--- config.mk ---
export PLATFORM = sky130hd
export DESIGN_NAME = compressed_act_fetch
export DESIGN_NICKNAME = d
export VERILOG_FILES = /design/src/rtl/compressed_act_fetch.sv
export SDC_FILE = /design/constraint.sdc
export NUM_CORES = 1
export LEC_CHECK = 0
export BUFFER_PORTS_ARGS = -buffer_cell sky130_fd_sc_hd__buf_2
export CORE_ASPECT_RATIO = 1.1
export CORE_MARGIN = 4
export CORE_UTILIZATION = 54
export CTS_CLUSTER_DIAMETER = 200
export DETAILED_ROUTE_END_ITERATION = 6
export PLACE_DENSITY_LB_ADDON = 0.1
export SYNTH_ARGS = -nofsm -noshare
export SYNTH_HDL_FRONTEND = slang
export SYNTH_SLANG_ARGS = --single-unit
--- constraint.sdc ---
create_clock -name clk -period 2.9 [get_ports clk]
set_clock_uncertainty 0.2 [all_clocks]
set_input_delay 0.29 -clock clk [delete_from_list [all_inputs] [get_ports clk]]
set_output_delay 0.29 -clock clk [all_outputs]
set_load 0.02 [all_outputs]
--- src/rtl/compressed_act_fetch.sv ---
// Fetches one pixel's row range from the cumulative index table and streams its two mask-word
// addresses followed by its compressed activation-row addresses on a valid/ready port.
module compressed_act_fetch #(
    parameter int MEM_BW           = 128,
    parameter int ADDR_WIDTH_ACT   = 14,
    parameter int ADDR_WIDTH_MASKS = 11
) (
    input  logic                        clk,
    input  logic                        arst_n_in,
    input  logic                        start,
    input  logic [ADDR_WIDTH_MASKS-2:0] pixel_index,
    output logic                        busy,
    output logic                        idx_re,
    output logic [ADDR_WIDTH_MASKS-2:0] idx_addr,
    input  logic [31:0]                 idx_rdata,
    output logic                        out_valid,
    input  logic                        out_ready,
    output logic                        out_is_mask,
    output logic [ADDR_WIDTH_ACT-1:0]   out_addr,
    output logic [ADDR_WIDTH_ACT-1:0]   row_count,
    output logic                        done,
    output logic                        err
);

    localparam int PIX_W    = ADDR_WIDTH_MASKS - 1;
    localparam int WORDS_PX = 256 / MEM_BW;

    typedef enum logic [2:0] {
        StIdle, StRdPrev, StRdCur, StCapture, StMask0, StMask1, StRows, StFinish
    } state_t;

    state_t                    r_state, w_state_next;
    logic [PIX_W-1:0]          r_p;
    logic [31:0]               r_prev;
    logic [ADDR_WIDTH_ACT-1:0] r_ptr;
    logic [ADDR_WIDTH_ACT-1:0] r_left;
    logic [ADDR_WIDTH_ACT-1:0] r_row_count;
    logic                      r_err;
    logic [ADDR_WIDTH_ACT-1:0] w_mask_base;
    logic [ADDR_WIDTH_ACT-1:0] w_rows;

    assign w_mask_base = ADDR_WIDTH_ACT'(r_p) * ADDR_WIDTH_ACT'(WORDS_PX);
    // 32-bit difference, truncated to the activation address width
    assign w_rows      = ADDR_WIDTH_ACT'(idx_rdata - r_prev);
    assign row_count   = r_row_count;
    assign err         = r_err;

    always_comb begin
        w_state_next = r_state;
        busy         = (r_state != StIdle);
        idx_re       = 1'b0;
        idx_addr     = '0;
        out_valid    = 1'b0;
        out_is_mask  = 1'b0;
        out_addr     = '0;
        done         = 1'b0;
        unique case (r_state)
            StIdle: begin
                if (start) w_state_next = (pixel_index != '0) ? StRdPrev : StRdCur;
            end
            StRdPrev: begin
                idx_re       = 1'b1;
                idx_addr     = r_p - PIX_W'(1);
                w_state_next = StRdCur;
            end
            StRdCur: begin
                idx_re       = 1'b1;
                idx_addr     = r_p;
                w_state_next = StCapture;
            end
            StCapture: w_state_next = StMask0;
            StMask0: begin
                out_valid   = 1'b1;
                out_is_mask = 1'b1;
                out_addr    = w_mask_base;
                if (out_ready) w_state_next = StMask1;
            end
            StMask1: begin
                out_valid   = 1'b1;
                out_is_mask = 1'b1;
                out_addr    = w_mask_base + ADDR_WIDTH_ACT'(1);
                if (out_ready) w_state_next = (r_row_count != '0) ? StRows : StFinish;
            end
            StRows: begin
                out_valid = 1'b1;
                out_addr  = r_ptr;
                if (out_ready && r_left == ADDR_WIDTH_ACT'(1)) w_state_next = StFinish;
            end
            StFinish: begin
                done         = 1'b1;
                w_state_next = StIdle;
            end
            default: w_state_next = StIdle;
        endcase
    end

    always_ff @(posedge clk or negedge arst_n_in) begin
        if (!arst_n_in) begin
            r_state     <= StIdle;
            r_p         <= '0;
            r_prev      <= '0;
            r_ptr       <= '0;
            r_left      <= '0;
            r_row_count <= '0;
            r_err       <= 1'b0;
        end else begin
            r_state <= w_state_next;
            case (r_state)
                StIdle: begin
                    if (start) begin
                        r_p    <= pixel_index;
                        r_err  <= 1'b0;
                        r_prev <= '0;
                    end
                end
                StRdCur: begin
                    // Pixel 0 has no predecessor entry; prev stays at the zero set on start
                    if (r_p != '0) r_prev <= idx_rdata;
                end
                StCapture: begin
                    r_ptr <= r_prev[ADDR_WIDTH_ACT-1:0];
                    if (idx_rdata < r_prev) begin
                        r_row_count <= '0;
                        r_left      <= '0;
                        r_err       <= 1'b1;
                    end else begin
                        r_row_count <= w_rows;
                        r_left      <= w_rows;
                    end
                end
                StRows: begin
                    if (out_ready) begin
                        r_ptr  <= r_ptr + ADDR_WIDTH_ACT'(1);
                        r_left <= r_left - ADDR_WIDTH_ACT'(1);
                    end
                end
                default: ;
            endcase
        end
    end

endmodule

* After elaboration in Yosys (flattened, before gate mapping)
Index checks and enable logic that the tools add are counted.
W data, S select, Z words.
** Operators by class
- Add/sub/neg operators :: 5
- Magnitude comparators :: 1
- Equality and inequality tests :: 15
- Mux-type cells :: 24
- Reduce and logical (&&, ||, !) cells :: 17
** Operators with widths (number)
- $mux W32 :: 2
- $pmux W32 S2 :: 1
- $pmux W14 S2 :: 2
- $mux W14 :: 3
- $pmux W14 S3 :: 1
- $lt A32 B32 Y1 :: 1
- $pmux W3 S8 :: 1
- $pmux W10 S2 :: 1
- $reduce_bool A10 Y1 :: 2
- $add A14 B1 Y14 const B :: 1
- $eq A14 B1 Y1 const B :: 1
- $ne A2 B2 Y1 const B :: 7
- $reduce_bool A14 Y1 :: 1
- $sub A14 B1 Y14 const B :: 1
- $sub A14 B14 Y14 :: 1
- $add A11 B1 Y12 const B :: 1
- $eq A3 B3 Y1 const B :: 4
- $mux W3 :: 4
- $sub A10 B1 Y10 const B :: 1
- $mux W1 :: 7
- $eq A3 B2 Y1 const B :: 2
- $reduce_and A3 Y1 :: 2
- $reduce_bool A2 Y1 :: 3
- $reduce_and A2 Y1 :: 2
- other kinds (9) :: 10
** Storage, ports and cells
- Register bits :: 88
- Input port bits :: 46
- Output and inout port bits :: 44
- Word-level logic and storage cells :: 69

* Depth between registers and ports, before layout
- Depth after elaboration :: 4
- Mapped depth :: 11
- Gate-level depth less buffers :: 10

* Worst setup path before layout
No wires, ideal clock.
- Path type :: register to register
- Start :: register r_prev[0]
- End :: register r_left[9]
- Library setup time :: 0.134 ns
- Data arrival time :: 2.328 ns
- Required time :: 2.566 ns
- Setup slack :: 0.237 ns
- Stages on the path, launching flop included :: 11
- Path buffers :: 1
- Clock period less this slack :: 2.663 ns
- Path through :: dfrtp_1 -> ha_1 -> inv_1 -> fa_1 -> a211oi_1 -> nor2_1 -> a211oi_1 -> o32ai_4 -> o21ai_2 -> buf_6 -> o221ai_2
** On the way
- Word-level cells in the longest chain between the ends :: 3
- Elaborated cells on any way between the ends :: 4
- Those cells by class :: add/sub (1); order compare (1); mux (2)
** Ends and longest elaborated chain
- from (decl) :: RTL line 34 : logic [31:0] r_prev;
- from (signal assigned) :: RTL line 118 : if (r_p != '0) r_prev <= idx_rdata;
- $lt A32 B32 Y1 or $sub A14 B14 Y14 (tied branches) :: RTL line 122, 44
- $mux W14 * :: RTL line 122 : if (idx_rdata < r_prev) begin
- $pmux W14 S2 * :: RTL line 108 : case (r_state)
- to (signal assigned) :: RTL line 128 : r_left <= w_rows;
- to (signal assigned) :: RTL line 134 : r_left <= r_left - ADDR_WIDTH_ACT'(1);
- to (decl) :: RTL line 36 : logic [ADDR_WIDTH_ACT-1:0] r_left;
Every way passes the cells marked *; elsewhere a longest branch is shown, timed or not.
A chain may end at the register's enable or synchronous reset.

* Final worst setup path
- Start :: input port idx_rdata[16]
- End :: register r_row_count[10] (netlist: row_count[10])
** On the way
- Word-level cells in the longest chain between the ends :: 2
** Ends and longest elaborated chain
- from (decl) :: RTL line 15 : input logic [31:0] idx_rdata,
- $lt A32 B32 Y1 :: RTL line 122
- $mux W14 :: RTL line 122
- to (signal assigned) :: RTL line 127 : r_row_count <= w_rows;
- to (decl) :: RTL line 37 : logic [ADDR_WIDTH_ACT-1:0] r_row_count;
Every way passes these cells.

==> results.yml <==
die:
  initial_utilization: 0.551
  io_pins: 90
  num_rows: 39
  die-area_sq_mm: 0.0123
  core_sq_mm: 0.0104
  dieWidth_microns: 106
  die_height_microns: 116
pwr:
  clock_power_share: 0.159
  combPwrFrac: 0.536
  p_int_mw: 3.91
  p_seq_frac: 0.304
  p_sw_frac: 0.463
  p_leak_nw: 3.14
  powerDensity_mw_per_mm2: 1010
  ir_drop_mv: 0.554
  power.switching_mw: 3.37
  power_mw: 7.27
layout:
  drive_gt1_frac: 0.190
  finish.utilization: 0.691
  multi_input_area_sq_mm: 0.00340
  syn2layout_area_growth_pct: 25.4
  post-route-cell-area_sq_mm: 0.00719
  final_nets: 893
  fill_cells: 851
  layout.cells.non_filler: 957
  regArea_sq_mm: 0.00220
  diodes: 0
routing:
  drtIter0Drc: 330
  drt_first_pass_iters: 4
  via_per_inst: 5.79
  wire_per_inst_microns: 16.5
  wirelength_microns: 15800
  via_count: 5543
  drc_errors: 0
  antenna_left: 0
worst_setup_path:
  cp_max_fo: 5
  crit_chain: "dlygate4sd3_1 -> ha_1 -> nand4_1 -> or4_4 -> or2_4 -> o32ai_4 -> o21ai_4 -> buf_6 -> o21ai_1"
  crit_buf_inv: 2
  worst_path_max_delay_cell: "dlygate4sd3_1"
  path_class: "in -> reg"
  cp_top_family: "simple AND/OR/NAND/NOR gates"
  cp_slowest_stage_delay_ns: 0.57
  crit_required_ns: 2.96
  cp-end-kind: "register"
  critPathArrivalTime_ns: 2.94
  critical_path.startpoint_type: "input pin"
timing:
  period_minus_slack_ns: 2.88
  fin_crit_sh: 0.992
  relSlewSlack: 0.626
  setup_viol: 0
  hold_ws_ns: 0.00942
  hold_violations: 0
  slew_violations: 0
  worst_slew_pin_slew_ns: 0.557
  fmaxAchievable_mhz: 348
  fin_tns_setup_ns: 0
  worst_slack_ns: 0.0238
clock_network:
  htree_levels: 3
  cts.sinks: 88
  cts_root_buf: "clkbuf_16"
  numCtsBuffers: 9
  cts_tree: "built"
  cts.path.max_buffers: 2
  path_clk_slew_ns: 0.06
  clock_latency_ns: 0.34
place:
  numPortBuffers: 89
  place_ws_ns: 0.140
  hpwl_microns: 11300
  place.gp.congestion: 0.887
  place_inst: 917
  placed_area_sq_mm: 0.00640
synth:
  postSynthCellCount: 698
  syn_nets: 781
  ys_async_sr_fraction: 1.00
  seq_area_frac_synth: 0.384
  syn_avg_cell_area_sq_um: 8.21
  synth_commonest_cells: "126 x nand2_1, 88 x dfrtp_1, 62 x o21ai_1, 44 x a21oi_1, 43 x inv_1"
  synth_seq_cells: 88
  synth_most_common_cell: "nand2_1"
  synth_area_leaders: "dfrtp_1 38%, nand2_1 8.3%, ha_1 7.9%, o21ai_1 5.4%, a21oi_1 3.8%"
  syn_area_sq_mm: 0.00573
  ys_types: 63
  synth_top_area_frac: 0.384
  yosysTopAreaCell: "dfrtp_1"
  ys.flop_type: "dfrtp_1"
  synth_edf_count: 0
  ys.warnings.count: 0
min_path:
  hold_path_class: "in -> reg"
job:
  drv_cap: 0
grt:
  grt_util_all_layers: 0.256
  grt_pass1_wl_microns: 25300
  grt_max_degree: 65
  grt_antenna_before_repair: 0
  grt_pass1_vias: 5324
  gr-total-overflow: 0
run_status:
  run_status: "complete, no violations"
## final timing paths
path	from	end	slack, ns	depth (start not counted)
max	idx_rdata[16]	row_count[10]$_DFFE_PN0P_	0.02	9
min	pixel_index[1]	r_p[1]$_DFFE_PN0P_	0.009	3
max reg2reg	r_prev[23]$_DFFE_PN0P_	row_count[10]$_DFFE_PN0P_	0.10	9
min reg2reg	r_prev[21]$_DFFE_PN0P_	r_prev[21]$_DFFE_PN0P_	0.28	2
max in group asynchronous	arst_n_in	r_prev[21]$_DFFE_PN0P_	1.60	3
min in group asynchronous	arst_n_in	r_state[2]$_DFFE_PN0P_	0.25	2
## sequential cells by signal, indices dropped and copies added (netlist names)
| signal | cells |
|---|---|
| r_left | 14 |
| row_count | 14 |
| r_ptr | 14 |
| r_prev | 32 |
| err | 1 |
| r_state | 3 |
| r_p | 10 |
## cell type report
| cell class | instances | area share |
|---|---|---|
| clock buffers | 12 | 0.0343 |
| multi-input cells | 531 | 0.472 |
| flip-flops and latches | 88 | 0.306 |
| well taps | 143 | 0.0249 |
| repair buffers | 137 | 0.134 |
| inverters | 43 | 0.0225 |
| clock inverters | 3 | 0.00592 |
## worst register-to-register path, delay by kind of cell, from the launching register on
| family | cells | cell delay [ns] |
|---|---|---|
| adder cells (fa/ha/maj) | 1 | 0.30 |
| flip-flops | 1 | 0.34 |
| buffers and inverters | 2 | 0.22 |
| AND/OR/NAND/NOR | 3 | 1.00 |
| AO/OA/AOI/OAI | 3 | 0.67 |
## timing repair
| action | 4_1_cts | 5_1_grt |
|---|---|---|
| gates resized for setup | 0 | 34 |
| hold buffers | 32 | 0 |
| buffers inserted | 0 | 1 |
| endpoints found under the setup margin | 0 | 27 |
| endpoints found under the hold margin | 67 | 0 |
## layer usage
metal	wire length (microns)	track usage
met1	6540	0.318
met2	7900	0.452
met3	921	0.0384
met4	414	0.101
met5	0	0
## cell usage in the layout (no fill, tap or decap), drive strengths merged, types with 14 or more instances in the layout
cell	instances
nand2	126
buf	105
o21ai	101
dfrtp	88
a21oi	44
inv	43
nor2	36
ha	36
dlygate4sd3	26
nand3	14
## cell families (layout without fill, tap and decap cells)
| kind of cell | count (synthesis) | after routing | share of synthesized area |
|---|---|---|---|
| AND/OR/NAND/NOR | 255 | 255 | 0.209 |
| flip-flops | 88 | 88 | 0.384 |
| adder cells (fa/ha/maj) | 37 | 37 | 0.0821 |
| AO/OA/AOI/OAI | 213 | 213 | 0.226 |
| XOR/XNOR | 15 | 15 | 0.0229 |
| multiplexers | 11 | 11 | 0.0210 |
| buffers and inverters | 79 | 195 | 0.0555 |
## power by group through the flow
stage               Clock (mW)  Sequential, mW  Combinational, mW
floorplan                    0            2.15               2.57
global placement             0            2.18               3.59
detailed placement           0            2.20               3.68
CTS                       1.18            2.18               3.73
global route              1.22            2.27               4.33
finish                    1.16            2.21               3.90
Note: power is estimated with default switching activity, not from simulation.
